File: src/rtl/uart_pkg.sv
// Shared types and constants for the UART transmit path.
package uart_pkg;

  localparam int UART_DATA_BITS = 8;
  localparam int UART_DIV_MIN   = 2;

  typedef enum logic [2:0] {
    IDLE,
    START,
    DATA,
    PARITY,
    STOP
  } uart_tx_state_t;

endpackage

File: src/rtl/uart_tx_fifo.sv
// Synchronous byte FIFO feeding the UART transmitter; first-word fall-through read.
module uart_tx_fifo #(
  parameter int FIFO_DEPTH = 4
) (
  input  logic       clk,
  input  logic       reset,
  input  logic       push,
  input  logic       pop,
  input  logic [7:0] wdata,
  output logic [7:0] rdata,
  output logic       full,
  output logic       empty
);

  localparam int AW = $clog2(FIFO_DEPTH);

  logic [7:0]  mem [FIFO_DEPTH];
  logic [AW:0] wptr;
  logic [AW:0] rptr;

  // Extra pointer MSB separates full from empty when the index bits match.
  assign empty = (wptr == rptr);
  assign full  = (wptr[AW] != rptr[AW]) && (wptr[AW-1:0] == rptr[AW-1:0]);
  assign rdata = mem[rptr[AW-1:0]];

  always_ff @(posedge clk or posedge reset) begin
    if (reset) begin
      wptr <= '0;
      rptr <= '0;
    end else begin
      if (push && !full) wptr <= wptr + (AW+1)'(1);
      if (pop && !empty) rptr <= rptr + (AW+1)'(1);
    end
  end

  always_ff @(posedge clk) begin
    if (push && !full) mem[wptr[AW-1:0]] <= wdata;
  end

endmodule

File: src/rtl/uart_tx_stream.sv
// 8-bit UART transmitter with valid/ready input FIFO and runtime baud divisor.
// Optional even parity bit when UART_TX_PARITY_EN is defined.
module uart_tx_stream
  import uart_pkg::*;
#(
  parameter int FIFO_DEPTH = 4,
  parameter int DIV_W      = 32
) (
  input  logic             clk,
  input  logic             reset,
  input  logic [DIV_W-1:0] div,
  input  logic [7:0]       in_data,
  input  logic             in_valid,
  output logic             in_ready,
  output logic             ser_tx,
  output logic             busy
);

  uart_tx_state_t state;
  uart_tx_state_t state_next;

  logic [DIV_W-1:0] div_q;
  logic [DIV_W-1:0] div_clamped;
  logic [DIV_W-1:0] divcnt;
  logic [2:0]       bitcnt;
  logic [7:0]       shreg;
  logic             bit_end;
  logic             last_bit;
  logic             pop;
  logic             ser_next;
  logic             fifo_full;
  logic             fifo_empty;
  logic [7:0]       fifo_rdata;
`ifdef UART_TX_PARITY_EN
  logic             par_q;
`endif

  uart_tx_fifo #(
    .FIFO_DEPTH(FIFO_DEPTH)
  ) u_fifo (
    .clk  (clk),
    .reset(reset),
    .push (in_valid && !fifo_full),
    .pop  (pop),
    .wdata(in_data),
    .rdata(fifo_rdata),
    .full (fifo_full),
    .empty(fifo_empty)
  );

  assign in_ready    = !fifo_full;
  assign busy        = (state != IDLE) || !fifo_empty;
  assign div_clamped = (div < DIV_W'(UART_DIV_MIN)) ? DIV_W'(UART_DIV_MIN) : div;
  assign bit_end     = (divcnt == div_q - DIV_W'(1));
  assign last_bit    = (bitcnt == 3'(UART_DATA_BITS - 1));

  always_ff @(posedge clk or posedge reset) begin
    if (reset) state <= IDLE;
    else       state <= state_next;
  end

  always_comb begin
    state_next = state;
    pop        = 1'b0;
    unique case (state)
      IDLE: begin
        if (!fifo_empty) begin
          state_next = START;
          pop        = 1'b1;
        end
      end
      START: if (bit_end) state_next = DATA;
      DATA: begin
        if (bit_end && last_bit) begin
`ifdef UART_TX_PARITY_EN
          state_next = PARITY;
`else
          state_next = STOP;
`endif
        end
      end
`ifdef UART_TX_PARITY_EN
      PARITY: if (bit_end) state_next = STOP;
`endif
      STOP: begin
        if (bit_end) begin
          if (!fifo_empty) begin
            state_next = START;
            pop        = 1'b1;
          end else begin
            state_next = IDLE;
          end
        end
      end
      default: state_next = IDLE;
    endcase
  end

  always_comb begin
    ser_next = 1'b1;
    unique case (state)
      START:   ser_next = 1'b0;
      DATA:    ser_next = shreg[0];
`ifdef UART_TX_PARITY_EN
      PARITY:  ser_next = par_q;
`endif
      default: ser_next = 1'b1;
    endcase
  end

  // Line is driven one cycle behind the state so it never sees input logic directly.
  always_ff @(posedge clk or posedge reset) begin
    if (reset) ser_tx <= 1'b1;
    else       ser_tx <= ser_next;
  end

  always_ff @(posedge clk or posedge reset) begin
    if (reset) begin
      div_q  <= '0;
      divcnt <= '0;
      bitcnt <= '0;
      shreg  <= '0;
`ifdef UART_TX_PARITY_EN
      par_q  <= 1'b0;
`endif
    end else if (pop) begin
      shreg  <= fifo_rdata;
      div_q  <= div_clamped;
      divcnt <= '0;
      bitcnt <= '0;
`ifdef UART_TX_PARITY_EN
      par_q  <= ^fifo_rdata;
`endif
    end else if (state != IDLE) begin
      if (bit_end) begin
        divcnt <= '0;
        if (state == DATA) begin
          shreg  <= shreg >> 1;
          bitcnt <= bitcnt + 3'd1;
        end
      end else begin
        divcnt <= divcnt + DIV_W'(1);
      end
    end
  end

endmodule

File: config.mk
export PLATFORM = sky130hd
export DESIGN_NAME = uart_tx_stream
export DESIGN_NICKNAME = d
export VERILOG_FILES = /design/src/rtl/uart_pkg.sv /design/src/rtl/uart_tx_fifo.sv /design/src/rtl/uart_tx_stream.sv
export SDC_FILE = /design/constraint.sdc
export NUM_CORES = 1
export LEC_CHECK = 0
export BUFFER_PORTS_ARGS = -buffer_cell sky130_fd_sc_hd__buf_4
export CAP_MARGIN = 40
export CORE_ASPECT_RATIO = 0.75
export CORE_MARGIN = 2
export CORE_UTILIZATION = 40
export CTS_CLUSTER_SIZE = 28
export DETAILED_ROUTE_END_ITERATION = 7
export SYNTH_ARGS = -nofsm -noshare
export SYNTH_HDL_FRONTEND = slang
export SYNTH_HIERARCHICAL = 1
export SYNTH_SLANG_ARGS = --single-unit
File: constraint.sdc
create_clock -name clk -period 7.99 [get_ports clk]
set_clock_uncertainty 0.1 [all_clocks]
set_input_delay 0.3995 -clock clk [delete_from_list [all_inputs] [get_ports clk]]
set_output_delay 0.3995 -clock clk [all_outputs]
set_load 0.02 [all_outputs]
# Word level (Yosys, flattened, before mapping)
# Memory sizes are Yosys's and may differ from the RTL's.
# Cells that the tools add are included.
[word_totals]
mem_bits_ro = 0
regBits = 85
inputBits = 43
mem_count = 1
latch_bits = 0
mem_bits_rw = 32
[op_classes]
bitwise = 0
n_mul = 0
reduce_logical = 15
shifts = 0
muxes = 24
n_eq_ne = 12
order_cmp = 1
add_sub_neg = 5
div_mod_pow = 0
[mem_list]
columns = ["memory", "depth", "width", "read_ports", "rd_clocked_by_memory_dff", "write_ports", "line_no", "source"]
rows = [
  ["u_fifo.mem", 4, 8, 1, 0, 1, "uart_tx_fifo.sv:17", "logic [7:0] mem [FIFO_DEPTH];"],
]
[op_table]
columns = ["op", "n"]
rows = [
  ["two-way mux 32 bit", 4],
  ["adder 32 x 1 -> 32 bit (second input constant)", 1],
  ["== test 32 bit", 1],
  ["< comparator 32 x 2 -> 1 bit (second input constant)", 1],
  ["two-way mux 8 bit", 4],
  ["subtractor 32 x 1 -> 32 bit (second input constant)", 1],
  ["two-way mux 3 bit", 8],
  ["one-hot mux 3 bit (4 select lines)", 1],
  ["adder 3 x 1 -> 3 bit (second input constant)", 3],
  ["!= test 2 bit (second input constant)", 4],
  ["== test 3 bit (second input constant)", 2],
  ["nonzero test 2 bit", 3],
  ["logical AND 1 bit", 5],
  ["two-way mux 1 bit", 5],
  ["one-hot mux 1 bit (2 select lines)", 2],
  ["AND reduction 4 bit", 1],
  ["== test 3 x 1 -> 1 bit (second input constant)", 1],
  ["== test 3 x 2 -> 1 bit (second input constant)", 1],
  ["== test 3 bit", 1],
  ["logical NOT 3 bit", 1],
  ["AND reduction 3 bit", 1],
  ["nonzero test 3 bit", 1],
  ["== test 2 bit", 1],
  ["logical NOT 1 bit", 2],
  ["other kinds (2)", 2],
]

# Depth between registers and ports, before layout
[logic_depth]
depth_word = 7
mapped_depth = 17

# Hierarchy
# The synthesis kept the hierarchy.
[modules_own_cells]
columns = ["module", "cells_per_inst", "n_inst", "area_per_inst_um2", "seq_area_each_um2"]
rows = [
  ["uart_tx_stream", 577, 1, 5363.9, 1978.1],
  ["uart_tx_fifo", 91, 1, 1657.8, 1111.1],
]

# Worst setup path after synthesis
# No wires, ideal clock.
[synth_path]
path_type = "reg2reg"
startpoint = "register div_q[0]"
endpoint = "register u_fifo.rptr[1]"
path_buffers = 4
path_stages_with_launch = 18
setup_time_ns = 0.094
required_ns = 7.796
t_arrival_ns = 3.405
synth_period_minus_slack_ns = 3.598
path_slack_ns = 4.392
cell_sequence = "dfrtp_1 inv_1 ha_1 or4b_1 clkbuf_1 or4_1 buf_2 or2_1 a211oi_2 o31ai_1 o2111a_1 buf_6 a21boi_4 nor2_8 buf_6 nand2b_1 o31ai_1 a211oi_1"
[synth_between]
elab_chain_len = 5
[synth_lines]
columns = ["item", "line_no", "source"]
rows = [
  ["start: declaration", "uart_tx_stream.sv:22", "logic [DIV_W-1:0] div_q;"],
  ["start signal: assignment", "uart_tx_stream.sv:128", "div_q <= div_clamped;"],
  ["subtractor 32 x 1 -> 32 bit", "uart_tx_stream.sv:54", "assign bit_end = (divcnt == div_q - DIV_W'(1));"],
  ["== test 32 bit", "uart_tx_stream.sv:54", ""],
  ["two-way mux 1 bit", "uart_tx_stream.sv:86", "if (bit_end) begin"],
  ["one-hot mux 1 bit (2 select lines)", "uart_tx_stream.sv:65", "unique case (state)"],
  ["named net pop", "uart_tx_stream.sv:29", "logic pop;"],
  ["logical AND 1 bit", "uart_tx_fifo.sv:32", "if (pop && !empty) rptr <= rptr + (AW+1)'(1);"],
  ["end signal: assignment", "uart_tx_fifo.sv:32", ""],
  ["end: declaration", "uart_tx_fifo.sv:19", "logic [AW:0] rptr;"],
]
# The timed path passes the listed nets, and every way through them passes these cells.
# A chain may end at the register's enable or synchronous reset.

# Final worst setup path
[layout_path]
startpoint = "register div_q[0]"
endpoint = "register divcnt[30]"
[layout_between]
elab_chain_len = 5
elab_cells_between_ends = 8
classes_between = "1 x add/sub; 1 x eq/ne; 5 x mux; 1 x reduce/logical"
[layout_lines]
columns = ["item", "line_no", "source"]
rows = [
  ["subtractor 32 x 1 -> 32 bit *", "uart_tx_stream.sv:54", ""],
  ["== test 32 bit *", "uart_tx_stream.sv:54", ""],
  ["two-way mux 1 bit / two-way mux 32 bit (equally long branches)", "uart_tx_stream.sv:86, uart_tx_stream.sv:135", ""],
  ["one-hot mux 1 bit (2 select lines) / two-way mux 32 bit (equally long branches)", "uart_tx_stream.sv:65, uart_tx_stream.sv:134", ""],
  ["two-way mux 32 bit / nonzero test 2 bit (equally long branches)", "-", ""],
  ["end signal: assignment", "uart_tx_stream.sv:142", "divcnt <= divcnt + DIV_W'(1);"],
  ["end: declaration", "uart_tx_stream.sv:24", "logic [DIV_W-1:0] divcnt;"],
]
# Every way passes the cells marked *; elsewhere a longest branch is shown, timed or not. The select of a mux whose other input is x is not followed.

==> results.cfg <==
[status]
outcome = complete, no violations

[grt]
grt_remaining_overflow = 0
groute.usage.overall = 0.1923
grt_start_max_net_pins = 54
initial_antenna_violation_count = 0
grt_pass1_vias = 5045
global_route_wire_length_before_repair_mm = 27.64

[route]
routed-via-count = 5350
post-route-drc-count = 0
detail_route.vias_per_cell = 5.638
totalWireLength_mm = 17.04
drt_pass1_iterations = 5
wl_per_cell_microns = 17.95
initialDrtViolationCount = 500
ant_nets = 0

[die]
core_region_area_sq_um = 16980
die-area_sq_um = 18640
die-height_microns = 118.7
ios = 46
chipWidth_microns = 157.0
start_util = 0.4135
rows = 41

[clock_tree]
cts.reportedPaths.clkPinSlew_ns = 0.06
insertion_delay_ns = 0.42
htreeDepth = 4
clock_tree_from_tritoncts = done
cts_buffers = 17
clock_path_buffers = 2
clk_root_buffer_cell = clkbuf_16
cts.repair.resized = 0
cts.sinks = 117

[layout]
nNetsFinal = 752
layout_commonest_cell = dfrtp_1
count_of_inserted_antenna_diode_cells = 0
post_route_cells_drive_above_1_share = 0.1823
layout.cells.most_common_list = 84 x dfrtp_1, 49 x buf_4, 39 x nand3_1, 36 x inv_1, 35 x nand2_1
areaGrowthSynthToFinish_pct = 15.66

[logic_synthesis]
synth-edff-count = 32
post_synth_num_cell_types = 67
post_synth_main_area_contributors = dfrtp_1 30%, edfxtp_1 14%, mux2_4 5.8%
synth_area_sq_um = 7022
postSynthNetCount = 720
most_common_flop_cell_mapped_by_yosys = dfrtp_1
synth-seq-area-share = 0.4400
netlist.area_leader.share = 0.2994
synthesis.instances = 668
async_reset_ff_frac = 0.7265
synth_seq_cells = 117
synth_area_leader_cell = dfrtp_1
ys.warnings.count = 6
syn_area_per_cell_sq_um = 10.51

[worst_setup_path]
timing.reg2reg.worst_path_depth = 11
critPathLaunchType = flop
critPathArrivalTime_ns = 5.11
worst_ep_required_time_ns = 8.15
r2r_slack_ns = 3.04
crit-reg2reg-launch = div_q[0]
critical_path.reg2reg.endpoint = divcnt[30]
path_class = reg -> reg
critPathCaptureType = flop
crit_fanout = 40

[timing]
maxSlewViolCount = 0
max_freq_mhz = 202.1
timing_worst_slew_pin_value_ns = 0.9373
final_min_period_over_clock_period = 0.6194
worst_hold_slack_ns = 0.07814
hold_viol_final = 0
setup_violations = 0
rsz0062_at_grt = false
relative_slew_margins = 0.3694
fin_crit_period_ns = 4.949
timing.setup.tns_ns = 0

[pwr]
power.density_cell_area_nw_per_um2 = 277.3
peakVddDrop_v = 0.0002450
leakage_power_total_nw = 3.230

[worst_hold_path]
path_type_of_the_worst_min_delay_path = in -> reg
hold_path_end = u_fifo/mem[0][0]
worst_hold_path.num_cells = 1
holdCritStartpoint = in_data[0]

[placed_design]
detailed_place_hpwl_mm = 12.12
port_buffers = 45
placer_congestion = 0.8630

[run]
cap_violations = 0
[worst max-delay path, stage by stage, from the launching register on]
cell,delay [ns]
dfrtp_1,0.41
inv_1,0.10
ha_1,0.26
or4b_1,0.58
or4_1,0.59
nor4_1,0.38
a211oi_2,0.08
o31ai_1,0.08
o2111a_1,0.67
nand2_2,0.62
nand2_1,0.70
o21ai_0,0.22
[cell type report]
cell class | instances | area [sq um]
well taps | 236 | 295.3
clock inverters | 14 | 178.9
inverters | 37 | 140.1
clock buffers | 18 | 429.2
multi-input cells | 476 | 3583
repair buffers | 51 | 405.4
fillers | 1540 | 8859
flip-flops and latches | 117 | 3089
[layer usage]
layer	GRT usage	share of wire	vias up
li1	-	-	2559
met2	0.2522	0.40	149
met4	0.05333	0.012	0
met3	0.03960	0.053	14
met5	0	0	-
met1	0.3120	0.54	2628
[cells in the mapped netlist (17+ instances only)]
master,n
mux2i_1,19
nand2_1,35
nor3_1,20
a21oi_1,26
inv_1,37
o21ai_0,21
and3_1,17
edfxtp_1,32
a31oi_1,26
dfrtp_1,84
mux2_4,27
nor2_1,23
xor2_1,24
clkbuf_1,20
nand4_1,18
nand3_1,39
nor4_1,21
xnor2_1,28
[worst max path at each step]
stage | start | end | slack, ns
6_report | div_q[0] | divcnt[30] | 3.04
5_1_grt | div_q[0] | divcnt[30] | 2.64
4_1_cts | div_q[0] | divcnt[30] | 3.10
3_5_place_dp | div_q[0] | divcnt[10] | 3.14
3_3_place_gp | div_q[0] | divcnt[3] | 3.35
2_1_floorplan | div_q[0] | u_fifo/rptr[1] | 4.39
[power breakdown]
| group | internal [mW] | switching [mW] |
|---|---|---|
| clock | 0.494 | 0.293 |
| sequential | 0.737 | 0.175 |
| combinational | 0.279 | 0.274 |
| total | 1.51 | 0.742 |
[registers in the layout (all words and copies together) (netlist names)]
name and flops:
div_q 32, divcnt 32, u_fifo/mem 32, shreg 8, bitcnt 3, state 3
u_fifo/rptr 3, u_fifo/wptr 3, ser_tx 1
[cell families (layout without fill, tap and decap cells)]
| logic type | after synthesis | count (layout) | synth area share |
|---|---|---|---|
| AO/OA/AOI/OAI | 117 | 117 | 0.1080 |
| XOR/XNOR | 54 | 54 | 0.06949 |
| adder cells (fa/ha/maj) | 9 | 9 | 0.01604 |
| buffers and inverters | 75 | 120 | 0.04971 |
| flip-flops | 117 | 117 | 0.4400 |
| multiplexers | 64 | 64 | 0.1292 |
| AND/OR/NAND/NOR | 232 | 232 | 0.1876 |
[through the flow]
stage | power [mW] | utilization | setup WS [ns] | std cells | area (sq um)
floorplan | 1.292 | - | 4.392 | 668 | 7022
global placement | 1.438 | 0.4403 | 3.350 | 915 | 7476
detailed placement | 1.461 | 0.4419 | 3.138 | 916 | 7503
CTS | 2.259 | 0.4783 | 3.102 | 949 | 8122
global route | 2.368 | 0.4783 | 2.641 | 949 | 8122
finish | 2.252 | 0.4783 | 3.041 | 949 | 8122
[timing repair]
action                                  in CTS  in global routing
hold endpoints to repair                    32                  0
hold buffers                                 1                  0
setup buffers                                0                  0
endpoints found under the setup margin       0                  0
Note: power is estimated with default switching activity, not from simulation.
